### config.mk
export PLATFORM = sky130hd
export DESIGN_NAME = bp_be_cmd_issuer
export DESIGN_NICKNAME = d
export VERILOG_FILES = /design/src/rtl/bp_be_cmd_pkg.sv /design/src/rtl/bp_be_cmd_credit_counter.sv /design/src/rtl/bp_be_cmd_issuer.sv
export SDC_FILE = /design/constraint.sdc
export NUM_CORES = 1
export LEC_CHECK = 0
export ABC_AREA = 0
export CELL_PAD_IN_SITES_DETAIL_PLACEMENT = 1
export CELL_PAD_IN_SITES_GLOBAL_PLACEMENT = 1
export CORE_ASPECT_RATIO = 2
export CORE_MARGIN = 3
export CORE_UTILIZATION = 31
export CTS_CLUSTER_DIAMETER = 100
export CTS_CLUSTER_SIZE = 14
export DETAILED_ROUTE_END_ITERATION = 8
export GPL_ROUTABILITY_DRIVEN = 0
export PLACE_DENSITY_LB_ADDON = 0.1
export SETUP_SLACK_MARGIN = 0.4
export SLEW_MARGIN = 20
export SYNTH_ARGS = -nofsm -noshare
export SYNTH_HDL_FRONTEND = slang
export SYNTH_HIERARCHICAL = 1
export SYNTH_SLANG_ARGS = --single-unit
### constraint.sdc
create_clock -name clk_i -period 5.5 [get_ports clk_i]
set_input_delay 1.1 -clock clk_i [delete_from_list [all_inputs] [get_ports clk_i]]
set_output_delay 1.1 -clock clk_i [all_outputs]
set_load 0.02 [all_outputs]
### src/rtl/bp_be_cmd_pkg.sv
// Shared widths, queue depth and issuer state encoding for the backend
// command path.
package bp_be_cmd_pkg;

    localparam int bp_be_cmd_width_gp     = 114;
    localparam int bp_be_cmd_queue_els_gp = 4;

    typedef enum logic {
        EMPTY = 1'b0,
        HELD  = 1'b1
    } bp_be_cmd_issuer_state_e;

endpackage

### src/rtl/bp_be_cmd_credit_counter.sv
// Up/down credit counter that resets to max_p, saturates at both ends and
// raises a sticky flag when a credit comes back while already full.
module bp_be_cmd_credit_counter #(
    parameter int  max_p    = 4,
    localparam int width_lp = $clog2(max_p + 1)
) (
    input  logic                clk_i,
    input  logic                reset_i,
    input  logic                up_i,
    input  logic                down_i,
    output logic [width_lp-1:0] count_o,
    output logic                overflow_o
);

    localparam logic [width_lp-1:0] max_lp = width_lp'(max_p);

    logic [width_lp-1:0] count_r, count_n;
    logic                err_r, err_n;

    // Simultaneous up and down cancel; a return on a full counter is an error.
    always_comb begin
        count_n = count_r;
        err_n   = err_r;
        case ({up_i, down_i})
            2'b10: begin
                if (count_r == max_lp) err_n = 1'b1;
                else                   count_n = count_r + 1'b1;
            end
            2'b01: begin
                if (count_r != '0) count_n = count_r - 1'b1;
            end
            default: ;
        endcase
    end

    always_ff @(posedge clk_i or posedge reset_i) begin
        if (reset_i) begin
            count_r <= max_lp;
            err_r   <= 1'b0;
        end else begin
            count_r <= count_n;
            err_r   <= err_n;
        end
    end

    assign count_o    = count_r;
    assign overflow_o = err_r;

endmodule

### src/rtl/bp_be_cmd_issuer.sv
// Producer side of the backend command queue: one-entry issue register that
// writes the queue only when a free slot is guaranteed by the credit count.
module bp_be_cmd_issuer
    import bp_be_cmd_pkg::*;
#(
    parameter int  els_p           = bp_be_cmd_queue_els_gp,
    parameter int  cmd_width_p     = bp_be_cmd_width_gp,
    localparam int credit_width_lp = $clog2(els_p + 1)
) (
    input  logic                       clk_i,
    input  logic                       reset_i,
    input  logic [cmd_width_p-1:0]     cmd_i,
    input  logic                       cmd_fence_i,
    input  logic                       cmd_v_i,
    output logic                       cmd_ready_o,
    input  logic                       flush_i,
    output logic [cmd_width_p-1:0]     fe_cmd_o,
    output logic                       fe_cmd_v_o,
    input  logic                       fe_cmd_yumi_i,
    output logic [credit_width_lp-1:0] credits_o,
    output logic                       credit_err_o,
    output bp_be_cmd_issuer_state_e    state_o
);

    // Handshake: upstream transfers on cmd_v_i & cmd_ready_o; ready never
    // depends on cmd_v_i. The queue write (fe_cmd_v_o) has no ready: it is only
    // raised when credits guarantee a slot. fe_cmd_yumi_i is the consumer's
    // dequeue and simply returns one credit.

    localparam logic [credit_width_lp-1:0] full_lp = credit_width_lp'(els_p);

    bp_be_cmd_issuer_state_e state_r, state_n;
    logic                    hold_v;
    logic                    hold_fence;
    logic [cmd_width_p-1:0]  hold_data;
    logic                    can_issue;
    logic                    accept;
    logic [credit_width_lp-1:0] credits;

    assign hold_v = (state_r == HELD);

    // A fence waits for a fully drained queue; anything else needs one slot.
    assign can_issue   = hold_v & (hold_fence ? (credits == full_lp) : (credits != '0));
    assign fe_cmd_v_o  = can_issue & ~flush_i;
    assign cmd_ready_o = ~reset_i & ~flush_i & (~hold_v | fe_cmd_v_o);
    assign accept      = cmd_v_i & cmd_ready_o;
    assign fe_cmd_o    = hold_data;
    assign state_o     = state_r;

    always_ff @(posedge clk_i or posedge reset_i) begin
        if (reset_i) state_r <= EMPTY;
        else         state_r <= state_n;
    end

    always_comb begin
        state_n = state_r;
        case (state_r)
            EMPTY: if (accept) state_n = HELD;
            HELD: begin
                if (flush_i)                  state_n = EMPTY;
                else if (fe_cmd_v_o & ~accept) state_n = EMPTY;
            end
            default: state_n = EMPTY;
        endcase
    end

    always_ff @(posedge clk_i or posedge reset_i) begin
        if (reset_i) begin
            hold_fence <= 1'b0;
            hold_data  <= '0;
        end else if (accept) begin
            hold_fence <= cmd_fence_i;
            hold_data  <= cmd_i;
        end
    end

    bp_be_cmd_credit_counter #(
        .max_p(els_p)
    ) credit_counter (
        .clk_i     (clk_i),
        .reset_i   (reset_i),
        .up_i      (fe_cmd_yumi_i),
        .down_i    (fe_cmd_v_o),
        .count_o   (credits),
        .overflow_o(credit_err_o)
    );

    assign credits_o = credits;

endmodule

==> key figures <==
GRT
  • Vias in the first global route: 3,799
  • Gr ovfl total: 0
  • Initial antenna violation count: 2
  • Global-route wire length before repair: roughly 22,000 um
  • Total track usage: 0.175
  • Maximum number of pins on one net before global-route repair: just over 60

Clocking
  • Clk buf depth: 2
  • Worst-Skew Late Latency: around 0.41 ns
  • Clock Root Buffer: clkbuf_16
  • CTS tree: yes
  • Post-CTS Hold Buffers: 0
  • CTS resizes: 0
  • Post-CTS Setup Inserts: 0
  • Clock slew at reported path FFs: approximately 0.060 ns
  • TritonCTS Buffers: 17
  • H-tree depth: 4
  • Total clock sinks: 120

Timing
  • Max Slew Vio Count: 0
  • RSZ-0062 raised after global routing: no
  • Slew headroom: 0.441
  • Least-Margin Pin Slew: between 0.8 and 0.9 ns
  • # setup viols final: 0
  • Clk_skew: around 0.011 ns
  • Fmax: between 200 and 300 MHz
  • Fin crit period: 3.80 ns
  • Crit share post-route: 0.691
  • Final hold viol count: 0
  • Setup TNS: 0 ns

Layout
  • Commonest non-fill, non-tap cell in the layout: clkdlybuf4s50_1
  • Cell Count, Final, Fillers Out: between 700 and 800
  • Final #Nets: 653
  • Most frequent cells in the layout: 240 x clkdlybuf4s50_1, 119 x dfrtp_1, 65 x mux2_2, 50 x mux2_1, 17 x clkbuf_16
  • Syn-to-layout area delta: 68.0%
  • Layout cells sized above 1: 0.198
  • Fill count: ~1,500

Placed design
  • Inst Count DP: 708
  • IO Port Bufs: 240
  • DPL Wire Length: 10,800 um

Floorplanning
  • Core area: 14,800 um^2
  • Full die area: about 17,000 um^2
  • Chip width: roughly 93 um
  • Rows: 63
  • Die Ht: ~180 um
  • I/O pin total: around 240
  • Starting Density: 0.317

Logic synthesis
  • XOR/XNOR Fraction of Synth Area: 0.00746
  • #FFs+latches synth: 120
  • Synth top area cells: dfrtp_1 63%, mux2_2 16%, mux2_1 12%, buf_8 1.9%, buf_4 1.1%
  • Area leader, netlist: dfrtp_1
  • Largest family of logic cells by synthesized area: multiplexers
  • Synthesized area: approximately 4700 um^2
  • Synth warn: 6
  • Seq/Total Area, Yosys: 0.640
  • Synth unique cells: 31
  • Mapped Cells: around 280
  • Syn nets: around 400
  • Area fraction in compound gates after synthesis: 0.0181
  • Yosys top cell area share: 0.634
  • Syn Area/Cell: 16.6 um^2
  • Post-synthesis mux area share: 0.276
  • Adder-cell share of the synthesized area: 0.00266
  • Simple-gate area share of the yosys netlist: 0.0205

Route
  • DR WL/cell: between 15 and 20 um
  • Drt first-iter violations: approximately 80
  • Routed WL: 14,400 um
  • Avg Vias per Cell: approximately 4.5
  • Vias: 3,352
  • DRT Pass-1 Iters: 4
  • Post-route ant nets: 0
  • Drc violations: 0

Outcome
  • Status: complete, no violations

Power and ir drop
  • Net Sw Frac: 0.298
  • PwrDens: about 460 nW/um^2
  • VDD IR-drop max: ~0.26 mV
  • Clock power frac: 0.332
  • Logic pwr share: 0.325
  • Internal power: 2.56 mW
  • P_sw: ~1.1 mW
  • Leakage: roughly 3.3 nW
  • Sequential Power Share: 0.343

Setup path
  • Critical path arrival: 2.70 ns
  • Crit Path Max Fanout: 4
  • CP Capture Type: output port
  • CP startpoint: flush_i
  • R2R Setup Slk: between 2 and 3 ns
  • R2R Path Start: credit_counter/count_o[1]
  • CP startpoint kind: input port
  • Critical setup path kind: input port to output port
  • Worst Path Required: between 4 and 5 ns

Min path
  • Worst hold path type: flip-flop to flip-flop
  • Hold_sp: fe_cmd_o[66]

Flow run
  • Max-cap violations: 0
## kinds of logic after synthesis
logic type	after synthesis
compound gates	12
xor+xnor	4
fa+ha+maj	1
buf+inv	18
flops	120
mux	115
simple gates	13
## flip-flops by register name, indices dropped and copies added, names as in the netlist
signal / flops
credit_counter/overflow_o: 1
fe_cmd_o: 114
hold_fence: 1
state_o: 1
credit_counter/count_o: 3
## power groups by stage
stage               registers (mW)  logic (mW)  clock network [mW]
floorplan                     1.54       0.270                   0
finish                        1.25        1.19                1.21
CTS                           1.26        1.21                1.25
global placement              1.25        1.19                   0
global route                  1.28        1.26                1.29
detailed placement            1.27        1.21                   0
## final cells by class
type	count	area, um^2	area share
multi-input combinational	145	1530	0.194
antenna	2	5.00	0.000634
timing repair buffer	244	2440	0.310
sequential	120	3000	0.381
clock inverter	12	198	0.0251
inverter	4	17.5	0.00222
tap	195	244	0.0309
clock buffer	20	447	0.0566
## routing by layer
layer,up-vias,track usage,part of all wire
li1,1505,-,-
met1,1690,0.158,0.32
met2,141,0.343,0.61
met3,16,0.0527,0.056
met4,0,0.0769,0.022
met5,-,0,0
## synthesized netlist by cell type, drive strengths merged
cell	n
a21oi	1
a2bb2oi	1
a31o	1
a31oi	2
buf	14
dfrtp	119
dfstp	1
ha	1
inv	4
mux2	115
nand2	2
nand3	1
nand4b	1
nor2	2
nor2b	1
nor3	2
nor3b	2
nor4bb	1
o211ai	1
o21ai	4
o22ai	1
o41ai	1
or4b	1
xnor2	3
xor2	1
## path summary, 6_finish.rpt
| path | end | cells past startpoint |
|---|---|---|
| min | fe_cmd_o[66] | 1 |
| max reg2reg | fe_cmd_o[1] | 4 |
| max in group asynchronous | fe_cmd_o[107] | 3 |
| max | fe_cmd_v_o | 3 |
| min reg2reg | fe_cmd_o[66] | 1 |
| min in group asynchronous | credit_counter/count_o[1] | 2 |
## metrics by stage
| step | setup slack, ns | util | hold slack (ns) | power [mW] | area (um^2) |
|---|---|---|---|---|---|
| after floorplan | 1.33 | - | 0.496 | 1.81 | 4700 |
| after global placement | 1.77 | 0.489 | 0.455 | 2.44 | 7240 |
| after detailed placement | 1.71 | 0.489 | 0.468 | 2.47 | 7240 |
| after CTS | 1.69 | 0.532 | 0.494 | 3.72 | 7890 |
| after global routing | 1.63 | 0.533 | 0.508 | 3.83 | 7890 |
| final | 1.70 | 0.533 | 0.488 | 3.65 | 7890 |
## worst max-delay path: stages
cell and delay (ns):
clkdlybuf4s50_1 0.48, nor4bb_1 0.43, clkdlybuf4s50_1 0.69
Power figures use the tool's default switching activity.
